[config.mk]
export PLATFORM = sky130hd
export DESIGN_NAME = seq_detect_ctrl
export DESIGN_NICKNAME = d
export VERILOG_FILES = /design/src/rtl/seq_detect_ctrl.sv
export SDC_FILE = /design/constraint.sdc
export NUM_CORES = 1
export LEC_CHECK = 0
export BUFFER_PORTS_ARGS = -buffer_cell sky130_fd_sc_hd__buf_2
export CAP_MARGIN = 20
export CORE_ASPECT_RATIO = 2
export CORE_MARGIN = 5
export CORE_UTILIZATION = 51
export DETAILED_ROUTE_END_ITERATION = 7
export GPL_TIMING_DRIVEN = 0
export HOLD_SLACK_MARGIN = 0.02
export MAX_ROUTING_LAYER = met4
export PLACE_DENSITY = 0.76
export SLEW_MARGIN = 20
export SYNTH_ARGS = -nofsm -noshare
export SYNTH_HDL_FRONTEND = slang
export SYNTH_SLANG_ARGS = --single-unit
export TNS_END_PERCENT = 100
[constraint.sdc]
create_clock -name clk -period 2.1 [get_ports clk]
set_input_delay 0.315 -clock clk [delete_from_list [all_inputs] [get_ports clk]]
set_output_delay 0.315 -clock clk [all_outputs]
set_load 0.01 [all_outputs]
[src/rtl/seq_detect_ctrl.sv]
// rtl/seq_detect_ctrl.sv - programmable serial-pattern detector with start/stop run control
// Mealy match on qualified bits, match counting, and target-count completion.
module seq_detect_ctrl #(
  parameter int MAX_LEN = 8,
  parameter int CNT_W   = 8,
  parameter int LEN_W   = $clog2(MAX_LEN + 1)
) (
  input  logic               clk,
  input  logic               rst,
  input  logic               cfg_we,
  input  logic [MAX_LEN-1:0] cfg_pattern,
  input  logic [LEN_W-1:0]   cfg_len,
  input  logic               cfg_overlap,
  input  logic [CNT_W-1:0]   cfg_target,
  input  logic               start,
  input  logic               stop,
  input  logic               x_valid,
  input  logic               x,
  output logic               y,
  output logic [CNT_W-1:0]   match_cnt,
  output logic               busy,
  output logic               done,
  output logic               cfg_err
);

  typedef enum logic [1:0] {S_IDLE, S_RUN, S_DONE} state_t;

  localparam logic [LEN_W-1:0] MAX_L = LEN_W'(MAX_LEN);

  state_t               state_q, state_d;
  logic [MAX_LEN-1:0]   pattern_q, pattern_d;
  logic [LEN_W-1:0]     len_q, len_d;
  logic                 overlap_q, overlap_d;
  logic [CNT_W-1:0]     target_q, target_d;
  logic [MAX_LEN-1:0]   history_q, history_d;
  logic [LEN_W-1:0]     fill_q, fill_d;
  logic [CNT_W-1:0]     cnt_q, cnt_d;
  logic                 err_q, err_d;

  logic [MAX_LEN-1:0]   mask;
  logic [MAX_LEN-1:0]   shifted;
  logic [CNT_W-1:0]     cnt_inc;

  always_ff @(posedge clk) begin
    if (rst) begin
      state_q   <= S_IDLE;
      pattern_q <= MAX_LEN'(1);
      len_q     <= LEN_W'(3);
      overlap_q <= 1'b1;
      target_q  <= '0;
      history_q <= '0;
      fill_q    <= '0;
      cnt_q     <= '0;
      err_q     <= 1'b0;
    end else begin
      state_q   <= state_d;
      pattern_q <= pattern_d;
      len_q     <= len_d;
      overlap_q <= overlap_d;
      target_q  <= target_d;
      history_q <= history_d;
      fill_q    <= fill_d;
      cnt_q     <= cnt_d;
      err_q     <= err_d;
    end
  end

  // The compare window is the last len-1 stored bits followed by the live bit.
  always_comb begin
    mask = '0;
    for (int i = 0; i < MAX_LEN; i++) begin
      mask[i] = (i < int'(len_q));
    end
    shifted = {history_q[MAX_LEN-2:0], x};
    y = (state_q == S_RUN) && !rst && x_valid &&
        (fill_q >= len_q - 1'b1) &&
        (((shifted ^ pattern_q) & mask) == '0);
    cnt_inc = (&cnt_q) ? cnt_q : cnt_q + 1'b1;
  end

  always_comb begin
    state_d   = state_q;
    pattern_d = pattern_q;
    len_d     = len_q;
    overlap_d = overlap_q;
    target_d  = target_q;
    history_d = history_q;
    fill_d    = fill_q;
    cnt_d     = cnt_q;
    err_d     = 1'b0;

    if (cfg_we && state_q != S_RUN) begin
      if (cfg_len == '0 || cfg_len > MAX_L) begin
        err_d = 1'b1;
      end else begin
        pattern_d = cfg_pattern;
        len_d     = cfg_len;
        overlap_d = cfg_overlap;
        target_d  = cfg_target;
      end
    end

    case (state_q)
      S_RUN: begin
        if (x_valid) begin
          history_d = shifted;
          fill_d    = (fill_q == MAX_L) ? fill_q : fill_q + 1'b1;
        end
        if (y) begin
          cnt_d = cnt_inc;
          if (!overlap_q) fill_d = '0;
        end
        // stop wins over reaching the target
        if (stop) begin
          state_d = S_IDLE;
        end else if (y && target_q != '0 && cnt_inc == target_q) begin
          state_d = S_DONE;
        end
      end
      S_IDLE, S_DONE: begin
        if (start) begin
          state_d   = S_RUN;
          cnt_d     = '0;
          history_d = '0;
          fill_d    = '0;
        end
      end
      default: state_d = S_IDLE;
    endcase
  end

  assign match_cnt = cnt_q;
  assign busy      = (state_q == S_RUN);
  assign done      = (state_q == S_DONE);
  assign cfg_err   = err_q;

endmodule

==> impl_results.md <==
- Worst-Margin Slew: 0.626 ns
- Fin Clk Skew: 0.00949 ns
- Cell Area, Synth: 2450 sq um
- Synth async-reset ratio: 0
- Cell family with most CP delay: simple AND/OR/NAND/NOR gates
- CP cell instances: buf_6, nor3_4, xnor2_1, ha_2, o21a_1, nor2_1, nor3_2, nand3_4, inv_4, buf_6
- Clock Sinks: 43
- Area Overhead vs Synth: 24.8%
- Reg-to-reg endpoint: match_cnt[0]
- Horiz. Die Dim: 59.0 microns
- Sequential area share after synthesis: 0.351
- WHS Path Cells: 3
- Fillers: 413
- WL/cell: 16.3 microns
- Fmax achieved: 435 MHz
- Reg area: 873 sq um
- Row count: 35
- Initial DRC Count: 140
- Crit path buffers/inverters: 3
- Total CTS buffers: 5
- Clock Tree Root: clkbuf_8
- DRT antenna net count: 0
- Core ar.: 4640 sq um
- Library cells used by synthesis: 52
- Placed wire-length estimate: 4.75 mm
- Worst hold path class: in2reg
- Ports: 40
- Total chip power: 1730 uW
- PwrDens: 567 nW/um^2
- Hold worst-path end: pattern_q[0]
- CP max stage cell: dfxtp_2
- Status: complete, but fails checks
- Crit Path Max Fanout: 3
- Tmin final: 2.30 ns
- Yosys warnings: 0
- Final Non-Filler Cells: 405
- CTS clk-pin slew, worst paths: 0.08 ns
- Syn nets: 332
- Initial antenna violation count: 0
- Final WS setup: -0.196 ns
- Cells after synthesis: 294
- Vias: 2352
- Vias in the first global route: 2335
- Global-route wire length before repair: 10.7 mm
- FF-to-FF path depth: 11
- Leak: 0.00121 uW
- Final Hold Fails: 0
- Cell with the most instances after synthesis: nand2_1
- GRT overflow: 0
- Main synth FF type: dfxtp_1
- Ant diodes: 0
- CP startpoint kind: register
- # setup viols final: 10
- Critical path data required time: 1.78 ns
- CTS H-tree lvls: 2
- Slew HR: 0.583
- RePlAce Congestion: 0.940
- Avg Synthesized Cell Area: 8.34 sq um
- DRC viols: 0
- Die height: 108 microns
- Final Cycle Share: 1.09
- Max IR drop VDD: 0.548 mV
- Clock latency at the later pin of the worst-skew pair: 0.30 ns
- Nets: 387
- Failing checks: negative setup slack
- Max cap viols: 0
- Post-synth EDFFs: 0
- Largest area contributor in the netlist: dfxtp_1
- Commonest cells in the netlist: nand2_1 (56), dfxtp_1 (43), a21oi_1 (26), xnor2_1 (12), nor2_1 (11)
- DRT Wirelength: 6.60 mm
- Reg-to-Reg Start: len_q[1]
- WP data arrival: 1.98 ns
- Largest buffer count on any clock path: 2
- Setup crit end kind: primary output
- Largest net degree at the start of global routing: 15
- DR pass1 iterations: 4
- Hold Slack: 0.228 ns
- Die ar.: 6380 sq um
- CTS tree: done
- Share of the synthesized area in the top cell type: 0.351
- Multi-input combinational cell area: 1570 sq um
- Unrepaired setup endpoints after global routing: yes
- Share of cells above drive strength 1: 0.283
- Hold Path Origin: cfg_pattern[0]
- Synth area leaders: dfxtp_1 (35%), nand2_1 (8.6%), a21oi_1 (5.3%)
- Buffers on Ports: 38
- Initial Util: 0.528
- Post-synthesis register bit count: 43
- DR vias/cell: 5.81
- R2R setup slack: -0.17 ns
- Delay of the slowest cell on the worst path: 0.34 ns
- Slew Limit Fails: 0
- Post-Place Cells: 387
- GRT Resource Usage Total: 0.223
- CP most frequent cell: buf_6
- Crit Path Category: reg2out
- Hold-fix buffers, CTS: 0
-- final cells by class --
class	instances	area share
buffer	15	0.0372
tap	55	0.0225
inverter	9	0.0119
multi-input combinational	224	0.514
clock inverter	3	0.00654
sequential	43	0.285
timing repair buffer	51	0.0998
clock buffer	5	0.0225
-- layout by cell type, fill, tap and decap left out, types with 3 or more instances in the layout --
cell type and n:
nand2_1 56, dfxtp_1 37, buf_2 37, a21oi_1 26, xnor2_1 11, nor2_1 11
buf_4 10, buf_6 9, nor3_1 8, clkbuf_1 8, o21ai_0 7, clkbuf_8 7
a22o_1 7, inv_1 6, nand3_1 6, xor2_1 6, o211ai_1 5, ha_1 5
nand2b_1 4, mux2i_1 4, and3_1 4, nand4_1 4, nand3b_1 4, dfxtp_2 4
nor3b_1 3, a31oi_1 3, nor2b_1 3, ha_2 3
-- metrics by stage --
stage / util / instance area [sq um] / setup WS, ns / TNS (ns)
2_1_floorplan: - / 2470 / 0.0138 / 0
3_5_place_dp: 0.587 / 2730 / -0.235 / -1.88
6_report: 0.659 / 3060 / -0.196 / -0.902
3_3_place_gp: 0.587 / 2730 / -0.223 / -1.45
4_1_cts: 0.650 / 3020 / -0.253 / -1.47
5_1_grt: 0.659 / 3060 / -0.314 / -2.47
-- worst register-to-register path: stages (launching register included) --
cell	delay, ns
dfxtp_2	0.34
buf_6	0.12
nor3_4	0.18
xnor2_1	0.11
ha_2	0.32
o21a_1	0.11
nor2_1	0.04
nor3_2	0.17
nand3_4	0.12
buf_4	0.20
or3_1	0.34
a21oi_1	0.14
-- cells by family after synthesis --
family          count (synthesis)  synth area share
xor+xnor                       18            0.0643
simple gates                  120             0.248
buf+inv                        27            0.0684
flops                          43             0.351
mux                             4            0.0163
fa+ha+maj                      10            0.0510
compound gates                 72             0.201
-- power by group --
part / switching [uW] / internal [uW] / total, uW / leakage (uW)
logic: 182 / 144 / 325 / 0.000822
registers: 33.9 / 845 / 879 / 0.000351
clock network: 298 / 232 / 530 / 0.0000402
total: 514 / 1220 / 1730 / 0.00121
-- timing repair --
action                                  4_1_cts  5_1_grt
pin swaps                                    12       11
endpoints found under the setup margin       13       15
cloned                                        1        0
buffers inserted                             10        2
gates resized for setup                      25       11
-- registers in the layout (all words and copies together) (netlist names) --
register,cells
history_q,7
cfg_err,1
len_q,4
match_cnt,8
overlap_q,1
fill_q,4
pattern_q,8
target_q,8
state_q,2
-- how the worst max path moves through the flow --
stage	start	end	depth (start not counted)
after floorplan	len_q[0]	match_cnt[6]	10
after global placement	len_q[0]	y	9
after detailed placement	len_q[0]	match_cnt[5]	10
after CTS	len_q[0]	y	11
after global routing	len_q[1]	y	10
final	len_q[1]	y	10
-- per-layer routing --
| metal | up-vias | GRT usage | wire (microns) |
|---|---|---|---|
| met5 | - | - | 0 |
| met2 | 87 | 0.405 | 3690 |
| li1 | 1151 | - | - |
| met1 | 1090 | 0.221 | 2310 |
| met4 | 0 | 0.117 | 269 |
| met3 | 24 | 0.0323 | 319 |
Power figures use the tool's default switching activity.
